**src/rtl/bist_ora_misr.sv**
```systemverilog
// Output response analyser for the full-adder BIST: MISR compaction of CUT
// responses, then a golden signature/count comparison reported as pass/fail.
module bist_ora_misr #(
  parameter int              RESP_W    = 2,
  parameter int              SIG_W     = 4,
  parameter logic [SIG_W-1:0] POLY     = 4'b0011,
  parameter logic [SIG_W-1:0] SEED     = 4'b0000,
  parameter logic [SIG_W-1:0] GOLDEN   = 4'b0000,
  parameter int              CNT_W     = 4,
  parameter int              EXP_COUNT = 7
) (
  input  logic              clock,
  input  logic              reset,
  input  logic              start,
  input  logic              resp_valid,
  input  logic [RESP_W-1:0] resp_in,
  input  logic              tpg_complete,
  output logic [SIG_W-1:0]  signature,
  output logic [CNT_W-1:0]  resp_count,
  output logic              busy,
  output logic              done,
  output logic              pass,
  output logic              fail
);

  typedef enum logic [1:0] {
    IDLE    = 2'd0,
    COMPACT = 2'd1,
    COMPARE = 2'd2,
    DONE    = 2'd3
  } state_t;

  state_t           state_q, state_d;
  logic [SIG_W-1:0] sig_q, sig_d;
  logic [CNT_W-1:0] cnt_q, cnt_d;
  logic             pass_q, pass_d;
  logic             fail_q, fail_d;
  logic [SIG_W-1:0] resp_ext;
  logic [SIG_W-1:0] sig_step;

  // Feedback is applied when the MSB shifts out; the response folds in last.
  always_comb begin
    resp_ext               = '0;
    resp_ext[RESP_W-1:0]   = resp_in;
    sig_step = {sig_q[SIG_W-2:0], 1'b0}
             ^ ({SIG_W{sig_q[SIG_W-1]}} & POLY)
             ^ resp_ext;
  end

  always_ff @(posedge clock or negedge reset) begin
    if (!reset) begin
      state_q <= IDLE;
      sig_q   <= SEED;
      cnt_q   <= '0;
      pass_q  <= 1'b0;
      fail_q  <= 1'b0;
    end else begin
      state_q <= state_d;
      sig_q   <= sig_d;
      cnt_q   <= cnt_d;
      pass_q  <= pass_d;
      fail_q  <= fail_d;
    end
  end

  always_comb begin
    state_d = state_q;
    sig_d   = sig_q;
    cnt_d   = cnt_q;
    pass_d  = pass_q;
    fail_d  = fail_q;
    // start overrides everything, including a coincident tpg_complete.
    if (start) begin
      state_d = COMPACT;
      sig_d   = SEED;
      cnt_d   = '0;
      pass_d  = 1'b0;
      fail_d  = 1'b0;
    end else begin
      case (state_q)
        COMPACT: begin
          if (resp_valid) begin
            sig_d = sig_step;
            if (cnt_q != {CNT_W{1'b1}})
              cnt_d = cnt_q + 1'b1;
          end
          if (tpg_complete)
            state_d = COMPARE;
        end
        COMPARE: begin
          state_d = DONE;
          pass_d  = (sig_q == GOLDEN) && (cnt_q == CNT_W'(EXP_COUNT));
          fail_d  = !((sig_q == GOLDEN) && (cnt_q == CNT_W'(EXP_COUNT)));
        end
        default: ;
      endcase
    end
  end

  always_comb begin
    signature  = sig_q;
    resp_count = cnt_q;
    busy       = (state_q == COMPACT) || (state_q == COMPARE);
    done       = (state_q == DONE);
    pass       = done && pass_q;
    fail       = done && fail_q;
  end

endmodule

```
**config.mk**
```make
export PLATFORM = sky130hd
export DESIGN_NAME = bist_ora_misr
export DESIGN_NICKNAME = d
export VERILOG_FILES = /design/src/rtl/bist_ora_misr.sv
export SDC_FILE = /design/constraint.sdc
export NUM_CORES = 1
export LEC_CHECK = 0
export ABC_CLOCK_PERIOD_IN_PS = 2810
export BUFFER_PORTS_ARGS = -buffer_cell sky130_fd_sc_hd__buf_2
export CAP_MARGIN = 20
export CORE_AREA = 2 2 39 41
export DETAILED_ROUTE_END_ITERATION = 8
export DIE_AREA = 0 0 41 43
export PLACE_DENSITY = 0.9
export SETUP_SLACK_MARGIN = 0.2
export SYNTH_ARGS = -nofsm -noshare
export SYNTH_HDL_FRONTEND = slang
export SYNTH_SLANG_ARGS = --single-unit
```
**constraint.sdc**
```tcl
create_clock -name clock -period 2.81 [get_ports clock]
set_input_delay 0.1405 -clock clock [delete_from_list [all_inputs] [get_ports clock]]
set_output_delay 0.1405 -clock clock [all_outputs]
set_load 0.02 [all_outputs]
```
==> results of run 1 <==
==> worst min-delay path, stage by stage <==
cell and delay (ns):
buf_2 0.08, xnor2_1 0.11, a211oi_1 0.07
==> per-layer routing <==
layer / GRT usage, % / part of all wire [%] / vias to the layer above
met5: 0 / 0 / -
met2: 27.5 / 49 / 39
met4: 14.0 / 4.1 / 0
met3: 4.71 / 6.3 / 9
met1: 19.9 / 41 / 279
li1: - / - / 269
==> sequential cells by signal, summed over array words and instances (netlist names) <==
signal	flops
resp_count	4
pass_q	1
fail_q	1
signature	4
state_q	2
==> how the worst min path moves through the flow <==
stage                     startpoint            to  cells after the start  slack, ns
after floorplan                reset        fail_q                      0      -0.16
after global placement         reset        pass_q                      1       0.03
after detailed placement       reset        pass_q                      1       0.04
after CTS                 resp_in[0]  signature[0]                      3       0.17
after global routing      resp_in[0]  signature[0]                      3       0.16
final                     resp_in[0]  signature[0]                      3       0.16
==> logic make-up after synthesis <==
kind of cell	after synthesis	share of synthesized area, %
xor+xnor	2	4.77
compound gates	13	15.6
simple gates	26	20.0
buf+inv	7	5.14
fa+ha+maj	4	7.34
flops	12	44.0
mux	2	3.12
==> power breakdown <==
part | switching (mW) | internal (mW)
Clock | 0.0614 | 0.0789
Sequential | 0.0117 | 0.184
Combinational | 0.0564 | 0.0376
Total | 0.129 | 0.300
==> through the flow <==
step / util (%) / cell area, µm² / power, mW
final: 59.4 / 822 / 0.429
after global routing: 59.4 / 822 / 0.448
after CTS: 59.4 / 822 / 0.430
after detailed placement: 56.1 / 776 / 0.291
after global placement: 56.1 / 776 / 0.287
after floorplan: - / 682 / 0.265
==> layout by cell type, fill, tap and decap left out, types with 2 or more instances in the layout <==
cell	count
and2_1	3
dfrtp_1	12
a21oi_1	5
clkbuf_4	3
nand2b_1	2
inv_1	5
nor2_1	3
nor2b_1	2
buf_2	18
ha_1	4
nand2_1	9
==> what timing repair did <==
action	4_1_cts	5_1_grt
endpoints found under the hold margin	12	0
setup endpoints to repair	0	0
hold buffers	1	0
==> layout make-up <==
class,count,area (µm²),area share (%)
timing repair buffer,19,100,12.2
multi-input combinational,47,347,42.2
sequential,12,300,36.5
inverter,5,18.8,2.28
clock buffer,4,36.3,4.41
tap,16,20.0,2.44
==> results.md, run 1 <==
* RSZ-0062 raised after global routing: no
* Number of global-route vias before repair at 509
* Final Critical Period at 1.53 ns
* Vias/cell at 5.79
* CTS tree: yes
* Pins Over Slew Limit at 0
* Critical Path End Type: flop
* Die Y-Extent at 43 µm
* Initial antenna violation count at 0
* Post-synth top cells: dfrtp_1 (12), nand2_1 (9), a21oi_1 (5), inv_1 (5), ha_1 (4)
* Share of cells above drive strength 1 at 29.9%
* Post-Syn Area at 682 µm²
* Crit-path max FO at 6
* Worst Hold Class: primary input to flop
* Die Wd at 41 µm
* Ys flop type: dfrtp_1
* Core area at 1380 µm²
* I/O pins at 19
* Hold Vio Cnt, Final at 0
* Critical Path RT at 2.98 ns
* Crit-path slowest cell: dfrtp_1
* Ranking of synthesized cells by area: dfrtp_1 (44%), ha_1 (7.3%), nand2_1 (5.0%), a21oi_1 (3.7%), xor3_1 (3.5%)
* Cells after Synth at 66
* Skew-Pair Late Insertion Delay at 0.28 ns
* Power per Cell Area at 522 nW/µm²
* Placer congestion estimate at 0.756
* CTS buffer count at 3
* Clock sinks at 12
* Number of cells on the critical path at 5
* Yosys top cell by area: dfrtp_1
* Ant. Diodes at 0
* Initial Utilization at 49.3%
* Wirelength per Cell at 14.0 µm
* Max Cap Viol at 0
* DR DRC count at 0
* Tightest Pin Transition at 0.290 ns
* Die area at 1760 µm²
* CTS Buffer Depth at 2
* Slew margin rel. at 80.7%
* Layout Cells excl Fill at 103
* Final setup violation count at 0
* Initial DRC count at 15
* Syn Nets at 77
* Hold Slack at 0.163 ns
* Crit path capture: resp_count[0]
* CTS resizes at 0
* Final nets at 99
* Post-CTS setup buffers at 0
* Buf/Inv on CP at 1
* First-pass GRT wire length at 2060 µm
* H-tree levels at 1
* Setup WS post-layout at 1.28 ns
* Worst slack at placement at 1.29 ns
* R2R depth at 5
* CP peak stage delay at 0.41 ns
* Cell row count at 14
* Area growth, synth to finish at 20.6%
* Grt ovf at 0
* HPWL after DPL at 1090 µm
* Final Cycle Share at 54.5%
* Overall Global Routing Usage at 18.1%
* Count leader, synth: dfrtp_1
* Final setup TNS at 0 ns
* Crit start category: flop
* CP Class: flop to flop
* Router iterations before antenna repair at 5
* Peak ir drop on the vdd network at 0.271 mV
* Reg2reg start: state_q[1]
* Largest net degree at the start of global routing at 13
* Post-synth top area share at 44.0%
* CP startpoint: state_q[1]
* Clock root buffer: clkbuf_4
* Fill cells at 109
* Number of flops mapped to enable cells by yosys at 0
* Reg clk slew, reported paths at 0.08 ns
* Synth unique cells at 30
* Vias at 596
* Cell-by-cell trace of the critical path: inv_1 -> ha_1 -> nand2_2 -> a31oi_4 -> mux2_1
* Leakage power total at 0.419 nW
* Synth Area per Inst at 10.3 µm²
* Number of port buffers at 18
* Fmax at 653 MHz
* #FFs+latches synth at 12
* Inst Count DP at 98
* Sequential share of the synthesized area at 44.0%
* Reg-to-reg endpoint: resp_count[0]
* Final ANT Viol Nets at 0
* Routed wire length at 1440 µm
* Clock skew at 0.000523 ns
* Data arrival time at the worst-slack endpoint at 1.70 ns
* Async set or reset register ratio after synthesis at 100%
* Status: finished, final reports clean
* Cell family with most CP delay: flip-flops
* Yosys warnings at 0
* R2r setup slk at 1.28 ns
Power figures use the tool's default switching activity.
==> inputs of run 2 (changes only) <==
==> config.mk (replaced) <==
export PLATFORM = sky130hd
export DESIGN_NAME = bist_ora_misr
export DESIGN_NICKNAME = d
export VERILOG_FILES = /design/src/rtl/bist_ora_misr.sv
export SDC_FILE = /design/constraint.sdc
export NUM_CORES = 1
export LEC_CHECK = 0
export ABC_CLOCK_PERIOD_IN_PS = 1430
export BUFFER_PORTS_ARGS = -buffer_cell sky130_fd_sc_hd__buf_2
export CAP_MARGIN = 20
export CORE_AREA = 2 2 41 43
export DETAILED_ROUTE_END_ITERATION = 8
export DIE_AREA = 0 0 43 45
export PLACE_DENSITY = 0.84
export SETUP_SLACK_MARGIN = 0.2
export SYNTH_ARGS = -nofsm -noshare
export SYNTH_HDL_FRONTEND = slang
export SYNTH_SLANG_ARGS = --single-unit
==> constraint.sdc (replaced) <==
create_clock -name clock -period 1.43 [get_ports clock]
set_input_delay 0.0715 -clock clock [delete_from_list [all_inputs] [get_ports clock]]
set_output_delay 0.0715 -clock clock [all_outputs]
set_load 0.02 [all_outputs]
==> run 2 against run 1 <==
Effect of this change: sequential cell count did not move; largest power group unchanged; global-route usage up 0.33 points; cell count increased by 5.8%; worst setup slack worse by 1.2 ns; die area increased by 9.8%; count of clock-buffer cells in the layout unchanged.
==> results.md, run 2 (synthesized netlist as in run 1, its figures left out) <==
* Number of port buffers at 18 (unchanged)
* Layout Cells excl Fill at 109 (was 103)
* Vias at 599 (was 596)
* CP Class: flop to flop (unchanged)
* Crit-path max FO at 5 (was 6)
* Worst Hold Class: primary input to flop (unchanged)
* Grt ovf at 0 (unchanged)
* Ant. Diodes at 0 (unchanged)
* CTS Buffer Depth at 2 (unchanged)
* Critical Path End Type: flop (unchanged)
* I/O pins at 19 (unchanged)
* Power per Cell Area at 967 nW/µm² (was 522 nW/µm²)
* Fmax at 765 MHz (was 653 MHz)
* Core area at 1470 µm² (was 1380 µm²)
* DR DRC count at 0 (unchanged)
* Leakage power total at 0.458 nW (was 0.419 nW)
* CTS buffer count at 3 (unchanged)
* Tightest Pin Transition at 0.310 ns (was 0.290 ns)
* Commonest non-fill, non-tap cell in the layout: buf_2 (unchanged)
* Setup WS post-layout at 0.122 ns (was 1.28 ns)
* Max Cap Viol at 0 (unchanged)
* R2r setup slk at 0.12 ns (was 1.28 ns)
* Die Wd at 43 µm (was 41 µm)
* Crit start category: flop (unchanged)
* Peak ir drop on the vdd network at 0.649 mV (was 0.271 mV)
* R2R depth at 5 (unchanged)
* HPWL after DPL at 1070 µm (was 1090 µm)
* Largest net degree at the start of global routing at 13 (unchanged)
* Status: finished, final reports clean (unchanged)
* Router iterations before antenna repair at 4 (was 5)
* CP startpoint: state_q[1] (unchanged)
* Final Util at 64.9% (was 59.4%)
* Pins Over Slew Limit at 0 (unchanged)
* Final Critical Period at 1.31 ns (was 1.53 ns)
* Initial antenna violation count at 0 (unchanged)
* Share of cells above drive strength 1 at 52.7% (was 29.9%)
* Overall Global Routing Usage at 18.4% (was 18.1%)
* Number of global-route vias before repair at 577 (was 509)
* Hold Vio Cnt, Final at 0 (unchanged)
* Clock skew at 0.00323 ns (was 0.000523 ns)
* Critical Path RT at 1.59 ns (was 2.98 ns)
* Slew margin rel. at 79.2% (was 80.7%)
* Die Y-Extent at 45 µm (was 43 µm)
* Wirelength per Cell at 14.5 µm (was 14.0 µm)
* Data arrival time at the worst-slack endpoint at 1.47 ns (was 1.70 ns)
* Final setup TNS at 0 ns (unchanged)
* Final Cycle Share at 91.5% (was 54.5%)
* Final setup violation count at 0 (unchanged)
* Worst slack at placement at 0.0915 ns (was 1.29 ns)
* Initial DRC count at 10 (was 15)
* Clock root buffer: clkbuf_4 (unchanged)
* Reg clk slew, reported paths at 0.08 ns (about the same)
* Routed wire length at 1580 µm (was 1440 µm)
* CTS tree: yes (unchanged)
* Skew-Pair Late Insertion Delay at 0.27 ns (was 0.28 ns)
* Final nets at 105 (was 99)
* Cell row count at 14 (unchanged)
* Inst Count DP at 99 (was 98)
* Total power at 0.923 mW (was 0.429 mW)
* Die area at 1940 µm² (was 1760 µm²)
* Reg-to-reg endpoint: resp_count[0] (unchanged)
* Commonest cells after routing, fill and taps aside: buf_2 (17), dfrtp_1 (9), nand2_1 (7), buf_4 (5) (was buf_2 (18), dfrtp_1 (12), nand2_1 (9), inv_1 (5), a21oi_1 (5))
* Crit path capture: resp_count[0] (unchanged)
* Reg2reg start: state_q[1] (unchanged)
* Initial Utilization at 46.3% (was 49.3%)
* H-tree levels at 1 (unchanged)
* Placer congestion estimate at 0.791 (was 0.756)
* Vias/cell at 5.50 (was 5.79)
* First-pass GRT wire length at 2540 µm (was 2060 µm)
* Clock sinks at 12 (unchanged)
* RSZ-0062 raised after global routing: yes (was no)
* Area growth, synth to finish at 40.0% (was 20.6%)
* Final ANT Viol Nets at 0 (unchanged)
## run 2: repair_timing
action | CTS | global route
gates resized for setup | 9 | 7
endpoints found under the hold margin | 12 | 0
pin swaps | 4 | 5
hold buffers | 1 | 0
buffers inserted | 5 | 0
endpoints found under the setup margin | 11 | 14
## run 2: report_power, final
part	switching [mW]	internal [mW]	total (mW)
Clock	0.117	0.155	0.272
Sequential	0.0306	0.362	0.393
Combinational	0.132	0.126	0.258
## run 2: worst min-delay path by stage
| stage | startpoint | to | slack [ns] | depth (start not counted) |
|---|---|---|---|---|
| after floorplan | reset | fail_q | -0.22 | 0 |
| after global placement | reset | pass_q | -0.04 | 1 |
| after detailed placement | reset | signature[3] | -0.04 | 1 |
| after CTS | resp_in[0] | signature[0] | 0.09 | 3 |
| after global routing | resp_in[0] | signature[0] | 0.11 | 3 |
| final | resp_in[0] | signature[0] | 0.10 | 3 |
## run 2: metal layers
metal	wire length [µm]	vias up	global-route usage [%]
met5	0	-	0
met2	803	18	32.4
met4	8	0	9.09
li1	-	288	-
met1	703	291	21.5
met3	65	2	3.60
## run 2: area by class of cell
| cell class | instances | area [µm²] |
|---|---|---|
| well taps | 16 | 20.0 |
| repair buffers | 25 | 155 |
| flip-flops and latches | 12 | 304 |
| multi-input cells | 47 | 420 |
| fillers | 112 | 517 |
| inverters | 5 | 18.8 |
| clock buffers | 4 | 36.3 |
## run 2: per-stage QoR
stage / cell area [µm²] / hold WS, ns
floorplan: 724 / -0.224
global placement: 826 / -0.0402
detailed placement: 826 / -0.0368
CTS: 931 / 0.0949
global route: 955 / 0.105
finish: 955 / 0.104
## run 2: worst max-delay path: stages (launching register included)
cell and delay, ns:
dfrtp_1 0.42, inv_2 0.09, ha_4 0.15, nand2_4 0.07, a31oi_4 0.16, mux2_4 0.31
